===== config.mk =====
export PLATFORM = sky130hd
export DESIGN_NAME = addsub_arbiter
export DESIGN_NICKNAME = d
export VERILOG_FILES = /design/src/rtl/addsub_arbiter.sv
export SDC_FILE = /design/constraint.sdc
export NUM_CORES = 1
export LEC_CHECK = 0
export ABC_CLOCK_PERIOD_IN_PS = 2400
export BUFFER_PORTS_ARGS = -buffer_cell sky130_fd_sc_hd__buf_2
export CAP_MARGIN = 10
export CORE_UTILIZATION = 39
export CTS_BUF_LIST = sky130_fd_sc_hd__clkbuf_8
export CTS_CLUSTER_DIAMETER = 150
export DETAILED_ROUTE_END_ITERATION = 16
export PLACE_DENSITY = 0.64
export SETUP_SLACK_MARGIN = 0.5
export SLEW_MARGIN = 20
export SYNTH_ARGS = -nofsm -noshare
export SYNTH_HDL_FRONTEND = slang
export SYNTH_SLANG_ARGS = --single-unit

===== constraint.sdc =====
create_clock -name clk -period 2.4 [get_ports clk]
set_clock_uncertainty 0.05 [all_clocks]
set_input_delay 0.12 -clock clk [delete_from_list [all_inputs] [get_ports clk]]
set_output_delay 0.12 -clock clk [all_outputs]
set_load 0.02 [all_outputs]

===== src/rtl/addsub_arbiter.sv =====
// Round-robin arbiter sharing one 4-bit adder/subtractor among NUM_REQ clients.
// Optional macro ADDSUB_ARB_STATS_EN adds saturating op/overflow counters.

module AdderSub4bit (
  input  logic [3:0] a,
  input  logic [3:0] b,
  input  logic       m,
  output logic [3:0] y,
  output logic       ovf
);

  logic [3:0] bx;
  logic [3:0] lo;
  logic [4:0] full;

  assign bx   = b ^ {4{m}};
  assign lo   = {1'b0, a[2:0]} + {1'b0, bx[2:0]} + {3'b000, m};
  assign full = {1'b0, a} + {1'b0, bx} + {4'b0000, m};
  assign y    = full[3:0];
  // carry out of bit 3 xor carry into bit 3
  assign ovf  = full[4] ^ lo[3];

endmodule

module addsub_arbiter #(
  parameter int NUM_REQ = 2,
  parameter int ID_W    = 2
) (
  input  logic                 clk,
  input  logic                 rst_n,
  input  logic [NUM_REQ-1:0]   req_valid,
  output logic [NUM_REQ-1:0]   req_ready,
  input  logic [4*NUM_REQ-1:0] req_a,
  input  logic [4*NUM_REQ-1:0] req_b,
  input  logic [NUM_REQ-1:0]   req_m,
  output logic                 rsp_valid,
  input  logic                 rsp_ready,
  output logic [ID_W-1:0]      rsp_id,
  output logic [3:0]           rsp_y,
`ifdef ADDSUB_ARB_STATS_EN
  output logic                 rsp_ovf,
  output logic [15:0]          op_count,
  output logic [15:0]          ovf_count
`else
  output logic                 rsp_ovf
`endif
);

  typedef enum logic [1:0] {
    IDLE = 2'd0,
    EXEC = 2'd1,
    RESP = 2'd2
  } state_t;

  localparam logic [ID_W:0]   NW   = (ID_W+1)'(NUM_REQ);
  localparam logic [ID_W-1:0] LAST = ID_W'(NUM_REQ - 1);

  state_t state, state_nx;

  logic [ID_W-1:0] ptr;
  logic [3:0]      op_a;
  logic [3:0]      op_b;
  logic            op_m;
  logic [ID_W-1:0] op_id;

  logic            grant_ok;
  logic [ID_W-1:0] grant_idx;
  logic [ID_W:0]   best_d;
  logic [ID_W:0]   iw;
  logic [ID_W:0]   pw;
  logic [ID_W:0]   d;

  logic [3:0]      sel_a;
  logic [3:0]      sel_b;
  logic            sel_m;

  logic [3:0]      alu_y;
  logic            alu_ovf;
  logic            take;
  logic            rsp_hs;

  // Pick the valid requester closest to ptr in ascending, wrapping order.
  always_comb begin
    grant_ok  = 1'b0;
    grant_idx = '0;
    best_d    = NW;
    pw        = {1'b0, ptr};
    iw        = '0;
    d         = '0;
    for (int i = 0; i < NUM_REQ; i++) begin
      iw = (ID_W+1)'(i);
      d  = (iw >= pw) ? (iw - pw) : (iw + NW - pw);
      if (req_valid[i] && (d < best_d)) begin
        best_d    = d;
        grant_ok  = 1'b1;
        grant_idx = ID_W'(i);
      end
    end
  end

  always_comb begin
    sel_a = '0;
    sel_b = '0;
    sel_m = 1'b0;
    for (int i = 0; i < NUM_REQ; i++) begin
      if (grant_idx == ID_W'(i)) begin
        sel_a = req_a[4*i +: 4];
        sel_b = req_b[4*i +: 4];
        sel_m = req_m[i];
      end
    end
  end

  assign take   = rst_n && (state == IDLE) && grant_ok;
  assign rsp_hs = (state == RESP) && rsp_valid && rsp_ready;

  always_comb begin
    req_ready = '0;
    for (int i = 0; i < NUM_REQ; i++) begin
      req_ready[i] = take && (grant_idx == ID_W'(i));
    end
  end

  always_comb begin
    state_nx = state;
    unique case (state)
      IDLE: if (grant_ok) state_nx = EXEC;
      EXEC: state_nx = RESP;
      RESP: if (rsp_hs) state_nx = IDLE;
      default: state_nx = IDLE;
    endcase
  end

  AdderSub4bit u_alu (
    .a   (op_a),
    .b   (op_b),
    .m   (op_m),
    .y   (alu_y),
    .ovf (alu_ovf)
  );

  always_ff @(posedge clk) begin
    if (!rst_n) begin
      state <= IDLE;
    end else begin
      state <= state_nx;
    end
  end

  always_ff @(posedge clk) begin
    if (!rst_n) begin
      op_a  <= '0;
      op_b  <= '0;
      op_m  <= 1'b0;
      op_id <= '0;
    end else if (take) begin
      op_a  <= sel_a;
      op_b  <= sel_b;
      op_m  <= sel_m;
      op_id <= grant_idx;
    end
  end

  always_ff @(posedge clk) begin
    if (!rst_n) begin
      rsp_valid <= 1'b0;
      rsp_id    <= '0;
      rsp_y     <= '0;
      rsp_ovf   <= 1'b0;
    end else if (state == EXEC) begin
      rsp_valid <= 1'b1;
      rsp_id    <= op_id;
      rsp_y     <= alu_y;
      rsp_ovf   <= alu_ovf;
    end else if (rsp_hs) begin
      rsp_valid <= 1'b0;
    end
  end

  always_ff @(posedge clk) begin
    if (!rst_n) begin
      ptr <= '0;
    end else if (rsp_hs) begin
      ptr <= (rsp_id == LAST) ? '0 : rsp_id + 1'b1;
    end
  end

`ifdef ADDSUB_ARB_STATS_EN
  always_ff @(posedge clk) begin
    if (!rst_n) begin
      op_count  <= '0;
      ovf_count <= '0;
    end else if (rsp_hs) begin
      if (op_count != 16'hFFFF) op_count <= op_count + 1'b1;
      if (rsp_ovf && (ovf_count != 16'hFFFF)) begin
        ovf_count <= ovf_count + 1'b1;
      end
    end
  end
`endif

endmodule


==> results of run 1 <==
## layout make-up
class                      instances  area share
inverter                           3     0.00930
multi-input combinational         70       0.447
sequential                        20       0.335
tap                               28      0.0289
timing repair buffer              32       0.134
clock buffer                       4      0.0455
## kinds of logic after synthesis
kind of cell	count (synthesis)
and+or+nand+nor	33
adders and majority gates	4
other	1
xor gates and xnor gates	6
buffers and inverters	10
DFF	20
muxes	4
AOI/OAI and AO/OA	22
## worst max-delay path: stages, from the launching register on
cell and delay, ns:
dfxtp_4 0.37, xor2_2 0.17, inv_1 0.07, fa_1 0.43, nand2b_1 0.17, a21oi_1 0.16
xor2_1 0.16, a21oi_1 0.08
## path summary, 6_finish.rpt
path	startpoint	end	slack, ns	cells past startpoint
setup / recovery	op_m	rsp_ovf	0.62	7
hold / removal	req_b[0]	op_b[0]	0.1	3
setup reg to reg	op_m	rsp_ovf	0.62	7
hold reg to reg	rsp_y[3]	rsp_y[3]	0.41	2
## stage by stage
| stage | area, µm² | hold slack, ns |
|---|---|---|
| 2_1_floorplan | 990 | 0.260 |
| 3_3_place_gp | 1140 | 0.350 |
| 3_5_place_dp | 1140 | 0.359 |
| 4_1_cts | 1200 | 0.0888 |
| 5_1_grt | 1210 | 0.110 |
| 6_report | 1210 | 0.0951 |
## Yosys cell counts, types with 3 or more instances
master    number
a222oi_1       9
dfxtp_1       20
ha_1           3
inv_1          3
nand2_1        7
a21oi_1        5
mux2i_1        3
xor2_1         4
o211a_1        3
nor2b_1       16
## power by group
part	switching [mW]	internal, mW	leakage [nW]
logic	0.0875	0.0766	0.369
registers	0.0191	0.358	0.165
clock network	0.106	0.146	0.0288
## flip-flops by register name, indices dropped and copies added, names as in the netlist
name,count
rsp_y,4
op_m,1
rsp_valid,1
rsp_ovf,1
op_a,4
op_b,4
op_id,1
rsp_id,1
state,2
ptr,1
## layer usage
layer / share of wire / routed length [µm] / vias to the layer above / global-route usage
met5: 0 / 0 / - / 0
met3: 0.069 / 139 / 2 / 0.0261
met4: 0.0040 / 8 / 0 / 0.0658
met1: 0.44 / 886 / 390 / 0.186
li1: - / - / 412 / -
met2: 0.49 / 977 / 33 / 0.278
## timing repair
action	4_1_cts	5_1_grt
endpoints found under the hold margin	0	0
buffers inserted	0	0
setup endpoints to repair	1	1
resized for setup	1	3
==> results.sh, run 1 <==
export IMPL_outcome="completed"
export IMPL_ys_ff_latch=20
export IMPL_max_cap_viol_count=0
export IMPL_dp_cells=153
export IMPL_regArea_um2=405
export IMPL_slew_limit_headroom=0.457
export IMPL_async_flop_share=0
export IMPL_portBuffers=31
export IMPL_powerDensity_mw_per_mm2=655
export IMPL_worst_pin_slew_ns=0.809
export IMPL_core_rowCount=17
export IMPL_irDropWorstVdd_uv=346
export IMPL_ys_top_cells_by_area="dfxtp_1 (40%), nor2b_1 (10%), a222oi_1 (9.1%)"
export IMPL_yosysTopAreaCellShare=0.405
export IMPL_ant_nets=0
export IMPL_cts_root_buf="clkbuf_8"
export IMPL_cts_buffers=3
export IMPL_fin_crit_ns=1.78
export IMPL_synth_compound_area_frac=0.181
export IMPL_setup_viol=0
export IMPL_synth_top_family_by_area="simple AND/OR/NAND/NOR gates"
export IMPL_core_area_mm2=0.00230
export IMPL_die_h_um=52.4
export IMPL_num_antenna_cells=0
export IMPL_grt_max_degree=22
export IMPL_nFillCells=217
export IMPL_nets=157
export IMPL_synth_edf_count=0
export IMPL_drcViolationCount=0
export IMPL_synth_xor_area_frac=0.0531
export IMPL_synthSimpleGateAreaFrac=0.198
export IMPL_clockBufferDepth=2
export IMPL_cts_hold_buf=0
export IMPL_yosysTopAreaCell="dfxtp_1"
export IMPL_drt_iter0_drc=44
export IMPL_vias=837
export IMPL_grt_overflow_total=0
export IMPL_mostFrequentLayoutCells="buf_2 (31), dfxtp_1 (18), nor2b_1 (16)"
export IMPL_cts_tree="done"
export IMPL_grt_pass1_wl_um=3100
export IMPL_gp_congestion=0.805
export IMPL_hp_class="input pin to register"
export IMPL_startpoint_type="register"
export IMPL_max_freq_ghz=0.562
export IMPL_synthCells=100
export IMPL_p_leak_nw=0.562
export IMPL_area_growth_pct=22.4
export IMPL_syn_avg_cell_area_um2=9.90
export IMPL_finalHoldViolCount=0
export IMPL_grt_usage=0.158
export IMPL_dp_hpwl_um=1500
export IMPL_finalPower_uw=793
export IMPL_critical_path_max_fanout=5
export IMPL_yosysWarnings=0
export IMPL_multi_input_area_um2=542
export IMPL_fin_util=0.527
export IMPL_die_area_mm2=0.00274
export IMPL_rsz0062_at_grt="no"
export IMPL_layout_drive_gt1_share=0.333
export IMPL_cts_clk_slew_worst_paths_ns=0.07
export IMPL_initial_core_util=0.431
export IMPL_critical_path_class="register to register"
export IMPL_syn_nets=127
export IMPL_synth_main_ff_cell="dfxtp_1"
export IMPL_antenna_found_initial=0
export IMPL_end_kind="register"
export IMPL_final_common_cell="buf_2"
export IMPL_cts_sinks=20
export IMPL_critical_path_required_ns=2.47
export IMPL_tns_ns=0
export IMPL_die_width_um=52.4
export IMPL_yosys_area_share_adder=0.0582
export IMPL_ys_types=29
export IMPL_drv_slew=0
export IMPL_synthMuxAreaShare=0.0455
export IMPL_seq_area_frac_synth=0.405
export IMPL_first_pass_iters=5
export IMPL_stdcell_count=157
export IMPL_post_route_period_util=0.742
export IMPL_wirelength_um=2010
export IMPL_arrival_ns=1.85
export IMPL_viasPerCell=5.33
export IMPL_synth_area_um2=990
export IMPL_grt_pass1_vias=731
export IMPL_post_place_ws_ns=0.503
export IMPL_h_tree_depth=1
export IMPL_worst_slack_ns=0.620
export IMPL_pin_count=33
export IMPL_wl_per_cell_um=12.8
export IMPL_clk_latency_ns=0.25
Note: power is estimated with default switching activity, not from simulation.
==> run 2, diff against run 1 <==
ABC_CLOCK_PERIOD_IN_PS = 1550   (was 2400)
PLACE_DENSITY = 0.67   (was 0.64)
clock period = 1.55 ns   (was 2.4 ns; I/O delays follow)
==> run 2 against run 1 <==
The flow now finishes with violations (negative setup slack). Sequential power rose by 56%. Sequential share of layout area decreased by 5.0 points. Clock-buffer cell count unchanged. Critical path depth is the same. Setup slack lost 0.74 ns. Worst hold slack worse by 0.045 ns. Cell count grew 8.3%.
==> results.sh, run 2 (synthesis results as in run 1) <==
export IMPL_layout_drive_gt1_share=0.521
export IMPL_largestRegisters="op_a x4, op_b x4, rsp_y x4"
export IMPL_fin_crit_ns=1.67
export IMPL_antenna_found_initial=0
export IMPL_core_area_mm2=0.00230
export IMPL_arrival_ns=1.82
export IMPL_core_rowCount=17
export IMPL_hp_class="input pin to register"
export IMPL_grt_pass1_wl_um=3620
export IMPL_clk_latency_ns=0.26
export IMPL_clockBufferDepth=2
export IMPL_end_kind="register"
export IMPL_critical_path_class="register to register"
export IMPL_drcViolationCount=0
export IMPL_holdPathStages=3
export IMPL_wl_per_cell_um=13.4
export IMPL_startpoint_type="register"
export IMPL_nFillCells=204
export IMPL_die_area_mm2=0.00274
export IMPL_cts_buffers=3
export IMPL_hold_ws_ns=0.0498
export IMPL_setup_viol=3
export IMPL_initial_core_util=0.431
export IMPL_vias=907
export IMPL_grt_pass1_vias=810
export IMPL_violations="negative setup slack"
export IMPL_h_tree_depth=1
export IMPL_cts_sinks=20
export IMPL_gp_congestion=0.825
export IMPL_finalPower_mw=1.34
export IMPL_grt_overflow_total=0
export IMPL_pin_count=33
export IMPL_first_pass_iters=5
export IMPL_irDropWorstVdd_uv=512
export IMPL_cts_root_buf="clkbuf_8"
export IMPL_finalHoldViolCount=0
export IMPL_mostFrequentLayoutCells="buf_2 (29), nor2b_1 (14), dfxtp_1 (14)"
export IMPL_nets=170
export IMPL_wirelength_um=2280
export IMPL_ant_nets=0
export IMPL_post_route_period_util=1.08
export IMPL_rsz0062_at_grt="yes"
export IMPL_dp_hpwl_um=1560
export IMPL_cts_tree="done"
export IMPL_grt_max_degree=22
export IMPL_max_cap_viol_count=0
export IMPL_max_freq_ghz=0.599
export IMPL_drv_slew=0
export IMPL_portBuffers=31
export IMPL_fin_util=0.631
export IMPL_num_antenna_cells=0
export IMPL_grt_usage=0.185
export IMPL_die_width_um=52.4
export IMPL_area_growth_pct=46.4
export IMPL_powerDensity_mw_per_mm2=924
export IMPL_drt_iter0_drc=28
export IMPL_final_common_cell="buf_2"
export IMPL_p_leak_nw=0.660
export IMPL_outcome="complete, but fails checks"
export IMPL_cts_clk_slew_worst_paths_ns=0.08
export IMPL_critical_path_required_ns=1.70
export IMPL_post_place_ws_ns=-0.144
export IMPL_worst_r2r_path_depth=7
export IMPL_critical_path_max_fanout=3
export IMPL_worst_slack_ns=-0.121
export IMPL_viasPerCell=5.34
export IMPL_die_h_um=52.4
-- run 2: cell types whose count changed in the layout (fill, tap and decap cells not counted), moves of 3 or more --
cell	previous run	this run
buf_4	1	9
buf_6	0	6
a21oi_1	5	1
dfxtp_1	18	14
a21oi_2	0	3
dfxtp_2	1	4
-- run 2: final cells by class --
cell class                 instances  area [µm²]  area share
multi-input combinational         71         654       0.452
tap                               28        35.0      0.0242
clock buffer                       4        55.1      0.0380
timing repair buffer              44         280       0.193
inverter                           3        11.3     0.00777
sequential                        20         413       0.285
-- run 2: per-layer routing --
metal	global-route usage	share of wire	vias to the layer above
met5	0	0	-
met4	0.0965	0.011	0
met3	0.0261	0.052	4
met2	0.300	0.47	31
met1	0.236	0.46	434
li1	-	-	438
-- run 2: path summary, 6_finish.rpt --
check	startpoint	end	slack (ns)
max	op_m	rsp_ovf	-0.12
min	req_b[0]	op_b[0]	0.05
max reg2reg	op_m	rsp_ovf	-0.12
min reg2reg	rsp_y[3]	rsp_y[3]	0.42
-- run 2: what timing repair did --
item | in CTS | in global routing
cloned | 1 | 0
setup endpoints to repair | 22 | 22
setup buffers | 6 | 0
resized for setup | 25 | 5
pin swaps | 4 | 4
endpoints found under the hold margin | 0 | 0
hold buffers | 0 | 0
-- run 2: report_power, final --
group	total [mW]	switching [mW]	internal, mW
combinational	0.357	0.171	0.185
sequential	0.587	0.0328	0.555
clock	0.395	0.169	0.226
total	1.34	0.373	0.966
-- run 2: through the flow --
| stage | setup TNS (ns) | instance area, µm² | instances |
|---|---|---|---|
| floorplan | -0.122 | 1040 | 100 |
| global placement | -0.137 | 1220 | 159 |
| detailed placement | -0.273 | 1220 | 159 |
| CTS | -0.177 | 1420 | 170 |
| global route | -0.413 | 1450 | 170 |
| finish | -0.206 | 1450 | 170 |
-- run 2: worst max-delay path, stage by stage (launching register included) --
cell	delay, ns
dfxtp_4	0.37
buf_4	0.15
xor2_1	0.16
ha_1	0.31
nor2_1	0.22
a21oi_4	0.05
xor2_1	0.17
a21oi_1	0.14
==> run 3, diff against run 2 <==
PLACE_DENSITY = 0.66   (was 0.67)
SYNTH_HIERARCHICAL = 1   (was not set)
==> run 3 against run 2 <==
Sequential share of layout area down 4.3 points. Fmax down 1.3%. Combinational power up 62%. The flow still finishes with violations (negative setup slack). Critical path type unchanged. Global-route usage up 2.6 points. Cell count up 15%. Routed wire length up 21%. Critical path depth unchanged. Synthesized cell count up 8.0%. Critical endpoint unchanged. Power up 19%. First-iteration DRC count down 71%.
==> results.sh, run 3 <==
export IMPL_startpoint_type="register"
export IMPL_hp_class="input pin to register"
export IMPL_grt_usage=0.211
export IMPL_arrival_ns=1.84
export IMPL_place_area_mm2=0.00133
export IMPL_stdcell_count=196
export IMPL_hold_ws_ns=0.00350
export IMPL_critical_path_max_fanout=4
export IMPL_end_kind="register"
export IMPL_drcViolationCount=0
export IMPL_irDropWorstVdd_uv=581
export IMPL_dp_cells=173
export IMPL_worst_slack_ns=-0.143
export IMPL_cpPeakStageDelay_ns=0.40
export IMPL_final_common_cell="buf_2"
export IMPL_yosysWarnings=6
export IMPL_h_tree_depth=1
export IMPL_critical_path_class="register to register"
export IMPL_synth_top_family_by_area="simple AND/OR/NAND/NOR gates"
export IMPL_cts_root_buf="clkbuf_8"
export IMPL_async_flop_share=0
export IMPL_min_delay_start="req_b[3]"
export IMPL_ys_types=29
export IMPL_die_area_mm2=0.00286
export IMPL_cts_sinks=20
export IMPL_clk_latency_ns=0.26
export IMPL_core_area_mm2=0.00250
export IMPL_grt_overflow_total=0
export IMPL_viasPerCell=5.01
export IMPL_cts_buffers=3
export IMPL_setup_viol=5
export IMPL_largestRegisters="op_a x4, op_b x4, rsp_y x4"
export IMPL_synth_main_ff_cell="dfxtp_1"
export IMPL_gp_congestion=0.777
export IMPL_use_met2=0.385
export IMPL_antenna_found_initial=0
export IMPL_p_leak_nw=0.796
export IMPL_synthSimpleGateAreaFrac=0.177
export IMPL_powerDensity_mw_per_mm2=942
export IMPL_dp_hpwl_um=1750
export IMPL_finalPower_mw=1.59
export IMPL_seq_area_frac_synth=0.387
export IMPL_fin_crit_ns=1.69
export IMPL_vias=981
export IMPL_worstSetupStartpoint="op_m"
export IMPL_grt_pass1_wl_um=4280
export IMPL_layout_drive_gt1_share=0.506
export IMPL_synth_edf_count=0
export IMPL_portBuffers=31
export IMPL_synth_compound_area_frac=0.171
export IMPL_synth_commonest_cells="dfxtp_1 (20), nand2_1 (10), a221o_1 (9), nor3_1 (9), mux2i_1 (8)"
export IMPL_core_rowCount=18
export IMPL_drt_iter0_drc=8
export IMPL_drv_slew=0
export IMPL_syn_nets=136
export IMPL_nets=195
export IMPL_grt_pass1_vias=960
export IMPL_rsz0062_at_grt="yes"
export IMPL_ys_ff_latch=20
export IMPL_outcome="complete, but fails checks"
export IMPL_critical_path_required_ns=1.70
export IMPL_fin_util=0.676
export IMPL_use_met3=0.0402
export IMPL_finalHoldViolCount=0
export IMPL_reg2reg_slack_ns=-0.14
export IMPL_initial_core_util=0.413
export IMPL_max_cap_viol_count=0
export IMPL_syn_avg_cell_area_um2=9.57
export IMPL_crit_chain="xor2_1 -> ha_1 -> a21o_1 -> a21oi_2 -> xnor2_1 -> mux2i_1 -> nor2b_1"
export IMPL_pin_count=33
export IMPL_yosysTopAreaCellShare=0.387
export IMPL_clockBufferDepth=2
export IMPL_max_freq_ghz=0.591
export IMPL_grt_use_met1=0.242
export IMPL_yosys_area_share_adder=0.0678
export IMPL_reg2reg_from="op_m"
export IMPL_die_h_um=53.5
export IMPL_first_pass_iters=4
export IMPL_post_place_ws_ns=-0.156
export IMPL_violations="negative setup slack"
export IMPL_ys_top_cells_by_area="dfxtp_1 (39%), a221o_1 (8.7%), mux2i_1 (7.7%)"
export IMPL_mostFrequentLayoutCells="buf_2 (29), dfxtp_1 (15), buf_4 (13)"
export IMPL_post_synth_top_count_cell="dfxtp_1"
export IMPL_synth_xor_area_frac=0.0593
export IMPL_synth_area_mm2=0.00103
export IMPL_synthCells=108
export IMPL_cts_tree="done"
export IMPL_area_growth_pct=63.6
export IMPL_grt_busiest_layer="met2"
export IMPL_ant_nets=0
export IMPL_num_antenna_cells=0
export IMPL_cts_clk_slew_worst_paths_ns=0.08
export IMPL_post_route_period_util=1.09
export IMPL_synthMuxAreaShare=0.0775
export IMPL_wl_per_cell_um=14.1
export IMPL_grt_max_degree=13
export IMPL_crit_slowest_cell="dfxtp_4"
export IMPL_final_area_mm2=0.00169
export IMPL_tns_ns=-0.515
export IMPL_yosysTopAreaCell="dfxtp_1"
export IMPL_die_width_um=53.5
export IMPL_wirelength_um=2760
## run 3: cell types whose count changed after synthesis, moves of 3 or more
cell      before  now
nor2b_1       16    7
nand2_1        7   10
a222oi_1       9    0
a221o_1        0    9
mux2i_1        3    8
o211a_1        3    0
inv_1          3    7
nor3_1         0    9
## run 3: kinds of logic (layout without fill, tap and decap cells)
kind of cell    after synthesis  count (layout)
compound gates               19              19
xor+xnor                      7               7
fa+ha+maj                     5               5
buf+inv                      14              72
flops                        20              20
mux                           8               8
other cells                   1               1
simple gates                 34              34
## run 3: worst paths after layout
kind                                  to  cells past startpoint
worst max-delay path             rsp_ovf                      7
worst min-delay path             op_b[3]                      2
worst max register to register   rsp_ovf                      7
worst min register to register  op_id[0]                      1
## run 3: power by group
group / switching [mW] / total [mW] / internal [mW] / leakage (nW)
Combinational: 0.260 / 0.579 / 0.319 / 0.601
Clock: 0.177 / 0.402 / 0.226 / 0.0288
Sequential: 0.0453 / 0.612 / 0.566 / 0.166
Total: 0.482 / 1.59 / 1.11 / 0.796
## run 3: critical path: cells and delay by family, from the launching register on
| family | cells | cell delay (ns) |
|---|---|---|
| XOR/XNOR | 2 | 0.36 |
| AND/OR/NAND/NOR | 1 | 0.11 |
| AO/OA/AOI/OAI | 2 | 0.31 |
| adder cells (fa/ha/maj) | 1 | 0.31 |
| flip-flops | 1 | 0.40 |
| multiplexers | 1 | 0.09 |
## run 3: timing repair
action	4_1_cts	5_1_grt
resized for setup	24	9
buffers inserted	8	4
endpoints found under the hold margin	5	1
gates cloned	1	0
hold buffers	5	1
endpoints found under the setup margin	21	22
pin swaps	17	6
## run 3: metal layers
layer	wire length (µm)	vias up	part of all wire
met5	0	-	0
met4	40	0	0.014
met3	83	6	0.030
met2	1490	29	0.54
met1	1150	457	0.41
li1	-	489	-
## run 3: layout make-up
class / count / area, µm²
Clock buffer: 4 / 55.1
Inverter: 7 / 26.3
Multi-Input combinational cell: 74 / 673
Fill cell: 197 / 810
Timing Repair Buffer: 61 / 489
Sequential cell: 20 / 409
Tap cell: 30 / 37.5
